===== src/rtl/rv32_pkg.sv =====
// rv32_pkg: shared RV32 pipeline constants and fetch FSM state type.
package rv32_pkg;
  localparam int XLEN = 32;
  localparam logic [XLEN-1:0] DEFAULT_RESET_PC = 32'h0000_0000;
  localparam logic [XLEN-1:0] NOP_INSTR = 32'h0000_0013;
  typedef enum logic [1:0] {REQ, WAIT, HOLD} fetch_state_e;
endpackage


===== src/rtl/fetch_skid_buf.sv =====
// fetch_skid_buf: one-entry {pc, instr} holding register for responses IF/ID cannot take yet.
module fetch_skid_buf
  import rv32_pkg::*;
(
  input  logic            clk,
  input  logic            rst_n,
  input  logic            load_i,
  input  logic            clear_i,
  input  logic [XLEN-1:0] pc_i,
  input  logic [XLEN-1:0] instr_i,
  output logic            valid_o,
  output logic [XLEN-1:0] pc_o,
  output logic [XLEN-1:0] instr_o
);
  always_ff @(posedge clk or negedge rst_n) begin
    if (!rst_n) begin
      valid_o <= 1'b0;
      pc_o    <= '0;
      instr_o <= NOP_INSTR;
    end else if (clear_i) begin
      valid_o <= 1'b0;
    end else if (load_i) begin
      valid_o <= 1'b1;
      pc_o    <= pc_i;
      instr_o <= instr_i;
    end
  end
endmodule


===== src/rtl/fetch_stage.sv =====
// fetch_stage: RV32 instruction fetch; owns the PC, fetches one word at a time, feeds IF/ID.
module fetch_stage
  import rv32_pkg::*;
#(
  parameter logic [XLEN-1:0] RESET_PC = DEFAULT_RESET_PC
) (
  input  logic            clk,
  input  logic            rst_n,
  output logic            imem_req_valid,
  output logic [XLEN-1:0] imem_req_addr,
  input  logic            imem_req_ready,
  input  logic            imem_rsp_valid,
  input  logic [XLEN-1:0] imem_rsp_data,
  input  logic            pc_sel,
  input  logic [XLEN-1:0] pc_target,
  input  logic            stall,
  output logic            if_valid,
  output logic [XLEN-1:0] if_pc,
  output logic [XLEN-1:0] if_instr
);
  fetch_state_e    state_q, state_d;
  logic [XLEN-1:0] pc_q, pc_d, req_pc_q, req_pc_d;
  logic [XLEN-1:0] if_pc_q, if_pc_d, if_instr_q, if_instr_d;
  logic            req_valid_q, discard_q, discard_d, if_valid_q, if_valid_d;
  logic            accept, skid_load, skid_clear, skid_valid;
  logic [XLEN-1:0] skid_pc, skid_instr;

  fetch_skid_buf u_skid (
    .clk     (clk),
    .rst_n   (rst_n),
    .load_i  (skid_load),
    .clear_i (skid_clear),
    .pc_i    (req_pc_q),
    .instr_i (imem_rsp_data),
    .valid_o (skid_valid),
    .pc_o    (skid_pc),
    .instr_o (skid_instr)
  );

  assign accept         = req_valid_q && imem_req_ready;
  assign imem_req_valid = req_valid_q;
  assign imem_req_addr  = pc_q;
  assign if_valid       = if_valid_q;
  assign if_pc          = if_pc_q;
  assign if_instr       = if_valid_q ? if_instr_q : NOP_INSTR;

  always_comb begin
    state_d    = state_q;
    pc_d       = accept ? pc_q + XLEN'(4) : pc_q;
    req_pc_d   = accept ? pc_q : req_pc_q;
    discard_d  = discard_q;
    if_valid_d = if_valid_q && stall;
    if_pc_d    = if_pc_q;
    if_instr_d = if_instr_q;
    skid_load  = 1'b0;
    skid_clear = 1'b0;
    if (pc_sel) begin
      // A request still in flight after the redirect leaves a stale response to drop.
      pc_d       = pc_target & ~XLEN'(3);
      if_valid_d = 1'b0;
      skid_clear = 1'b1;
      discard_d  = (state_q == WAIT && !imem_rsp_valid) || accept;
      state_d    = discard_d ? WAIT : REQ;
    end else begin
      case (state_q)
        REQ: state_d = accept ? WAIT : REQ;
        WAIT: if (imem_rsp_valid) begin
          state_d   = REQ;
          discard_d = 1'b0;
          if (!discard_q && (!if_valid_q || !stall)) begin
            if_valid_d = 1'b1;
            if_pc_d    = req_pc_q;
            if_instr_d = imem_rsp_data;
          end else if (!discard_q) begin
            skid_load = 1'b1;
            state_d   = HOLD;
          end
        end
        HOLD: if (!stall) begin
          state_d    = REQ;
          if_valid_d = skid_valid;
          if_pc_d    = skid_pc;
          if_instr_d = skid_instr;
          skid_clear = 1'b1;
        end
        default: state_d = REQ;
      endcase
    end
  end

  always_ff @(posedge clk or negedge rst_n) begin
    if (!rst_n) begin
      state_q     <= REQ;
      pc_q        <= RESET_PC;
      req_pc_q    <= RESET_PC;
      req_valid_q <= 1'b0;
      discard_q   <= 1'b0;
      if_valid_q  <= 1'b0;
      if_pc_q     <= RESET_PC;
      if_instr_q  <= NOP_INSTR;
    end else begin
      state_q     <= state_d;
      pc_q        <= pc_d;
      req_pc_q    <= req_pc_d;
      req_valid_q <= state_d == REQ;
      discard_q   <= discard_d;
      if_valid_q  <= if_valid_d;
      if_pc_q     <= if_pc_d;
      if_instr_q  <= if_instr_d;
    end
  end
endmodule

===== config.mk =====
export PLATFORM = sky130hd
export DESIGN_NAME = fetch_stage
export DESIGN_NICKNAME = d
export VERILOG_FILES = /design/src/rtl/rv32_pkg.sv /design/src/rtl/fetch_skid_buf.sv /design/src/rtl/fetch_stage.sv
export SDC_FILE = /design/constraint.sdc
export NUM_CORES = 1
export LEC_CHECK = 0
export CAP_MARGIN = 20
export CORE_AREA = 2 2 147 149
export CTS_CLUSTER_SIZE = 30
export DETAILED_ROUTE_END_ITERATION = 8
export DIE_AREA = 0 0 149 151
export GPL_TIMING_DRIVEN = 1
export PLACE_DENSITY = 0.67
export SLEW_MARGIN = 20
export SYNTH_ARGS = -nofsm -noshare
export SYNTH_HDL_FRONTEND = slang
export SYNTH_HIERARCHICAL = 1
export SYNTH_SLANG_ARGS = --single-unit

===== constraint.sdc =====
create_clock -name clk -period 3.1 [get_ports clk]
set_input_delay 0.465 -clock clk [delete_from_list [all_inputs] [get_ports clk]]
set_output_delay 0.465 -clock clk [all_outputs]
set_load 0.02 [all_outputs]

==> results.md <==
- Max VDD drop: roughly 0.44 mV
- Dpl cells: 1163
- CP top delay family: buffers and inverters
- Die ar.: ~22000 sq um
- Slew @ Worst Pin: between 600 and 700 ps
- Routed vias: ~6000
- Worst Path Buf+Inv: 2
- Startpoint Class: flip-flop
- Status: complete, no violations
- Initial antenna violation count: 0
- DRT Pass-1 Iters: 4
- Starting DRC count in detailed routing: just under 200
- Initial Utilization: 44.4%
- Worst path slowest cell: clkdlybuf4s50_1
- Post-route clock period utilization: 83.0%
- CTS tree: yes
- P_leak: approximately 5.1 nW
- Post-route cell area: between 10000 and 15000 sq um
- IO Pins: between 150 and 200
- FF+latch count, synth: between 150 and 200
- Slew headroom: roughly 55%
- Chip width: roughly 150 um
- Most frequent cells in the layout: 188 x dfrtp_1, 162 x clkdlybuf4s50_1, 124 x mux2_2
- H-Tree Depth: 4
- Hold Buf Count CTS: 0
- Proportion of layout cells with a drive suffix above 1: a little over a quarter
- Die span in y: about 150 um
- Max_cap viols: 0
- CP Max Fanout: 27
- P&R area growth vs syn: 27.3%
- Final Max Tran Viols: 0
- Achievable clock frequency: 389 MHz
- Clk_lat worst skew: 450 ps
- Row count: 53
- PwrDens: roughly 690 nW/um^2
- Worst-path cell chain: buf_4 > and2_1 > clkdlybuf4s50_1
- Port buffer count: between 150 and 200
- Cell variety after synth: 43
- Sequential share of the synthesized area: 52.5%
- TritonCTS Sinks: 194
- Via-per-instance ratio: 5.11
- Endpoints failing setup: 0
- Setup slack, reg-to-reg: slightly below 700 ps
- Stages on worst setup path: 3
- # DRC: 0
- Min-Delay Path Class: primary input to asynchronous set/reset pin
- Buffers inserted by post-CTS timing repair: 0
- Num CTS Buffers: 17
- CTS clk-pin slew, worst paths: about 80 ps
- Worst clock skew: about 26 ps
- Gr usage total: approximately a fifth
- Largest net degree at the start of global routing: 83
- Non-Filler Instances: ~1200
- Final hold vios: 0
- Clock tree buffer depth: 2
- Final nets: slightly below 1000
- First-pass GRT wire length: between 30000 and 40000 um
- Cts repair resizes: 0
- Root Buffer: clkbuf_16
- Crit path kind: flip-flop to output pin
- Core area: around 21000 sq um
- Reg2Reg Depth: 8
- Yosys warns: 6
- Commonest non-fill, non-tap cell in the layout: dfrtp_1
- Tot Pwr: 8.16 mW
- Tmin final: between 2000 and 3000 ps
- Post-route ant nets: 0
- Wire per inst: 16.9 um
- Synthesized cell area: approximately 9000 sq um
- GRT overflow: 0
- Ant diodes: 0
- Crit. End Element: output pin
- RSZ-0062 raised after global routing: false
- Worst Path Arrival: roughly 2100 ps
- Syn Inst Count: roughly 750
- Mean post-synth cell area: around 12 sq um
- Worst EP required: roughly 2600 ps
- CP peak stage delay: approximately 610 ps
- Gpl congestion: around 0.83
- Vias in the first global route: about 6400
- Setup TNS: 0 ps
- Placed Area: roughly 11000 sq um
- Wirelength, routed: approximately 20000 um
- Post-detail-place hpwl: 13200 um
## where the power goes
| group | total [mW] | internal, mW | switching [mW] |
|---|---|---|---|
| Clock | 2.26 | 1.13 | 1.13 |
| Combinational | 2.27 | 1.25 | 1.02 |
| Sequential | 3.63 | 3.21 | 0.425 |
| Total | 8.16 | 5.59 | 2.58 |
## cell type report
class                      instances  area [sq um]
clock buffer                      18           439
clock inverter                    14           183
fill                            1833          9050
inverter                          11          41.3
multi-input combinational        504          4090
sequential                       194          4860
tap                              275           344
timing repair buffer             179          1820
## cell usage after synthesis, drive strengths merged
cell      n  area [sq um]
a21o      1          7.51
o21ai    27           135
clkinv    1          3.75
a21oi     4          20.0
nand3b    1          7.51
xnor2     7          61.3
mux2    188          2340
nand3    14          82.6
or3       7          43.8
a31oi    15          93.8
o211ai    1          7.51
ha        5          62.6
inv      10          37.5
o211a     1          10.0
and3      2          12.5
nor4      5          31.3
and2     31           194
xor2      5          43.8
nand4     6          37.5
nor3      2          15.0
nor2b     2          20.0
or2       3          18.8
a32oi     1          8.76
mux2i     4          40.0
nand2b    3          18.8
conb      1          3.75
clkbuf   26          97.6
nand2   112           420
and4      3          26.3
or4      16           120
dfrtp   188          4700
dfstp     6           158
nor2     22          82.6
buf      17           194
o31ai    12          90.1
## cells by family after synthesis
kind of cell               synth area share, %
DFF                                       52.5
adders and majority gates                0.676
and+or+nand+nor                           12.2
xor gates and xnor gates                  1.14
AOI/OAI and AO/OA                         4.03
muxes                                     25.7
other                                   0.0405
buffers and inverters                     3.60
## worst register-to-register path, stage by stage, from the launching register on
cell     delay, ps
dfrtp_1        430
inv_1          100
ha_1           240
nand2_1        100
or3_1          360
nor2_1         160
nor2b_4        240
buf_12         300
mux2_2         390
## registers in the layout, summed over array words and instances, names as in the netlist
name,count
u_skid/pc_o,32
if_pc,32
u_skid/valid_o,1
state_q,2
if_instr_q,32
if_valid,1
u_skid/instr_o,32
req_pc_q,30
imem_req_addr,30
imem_req_valid,1
discard_q,1
## layer usage
layer	wire [um]	track usage [%]	up-vias
li1	-	-	2938
met3	1190	5.12	11
met5	0	0	-
met2	9060	29.8	151
met1	9830	25.9	3002
met4	146	4.57	0
## path summary, 6_finish.rpt
kind | from | end
min in group clk | if_pc[11] | if_pc[11]
worst min register to register | if_pc[11] | if_pc[11]
worst max-delay path | if_valid | if_instr[27]
worst min-delay path | rst_n | u_skid/instr_o[24]
max in group asynchronous | rst_n | if_pc[25]
worst max register to register | state_q[1] | u_skid/pc_o[30]
## per-stage QoR
stage	hold WS [ps]	worst slack (ps)	util, %
after floorplan	169	499	-
after global placement	474	439	53.6
after detailed placement	476	371	53.6
after CTS	90.2	446	56.5
after global routing	117	399	56.5
final	72.5	528	56.5
Power figures use the tool's default switching activity.
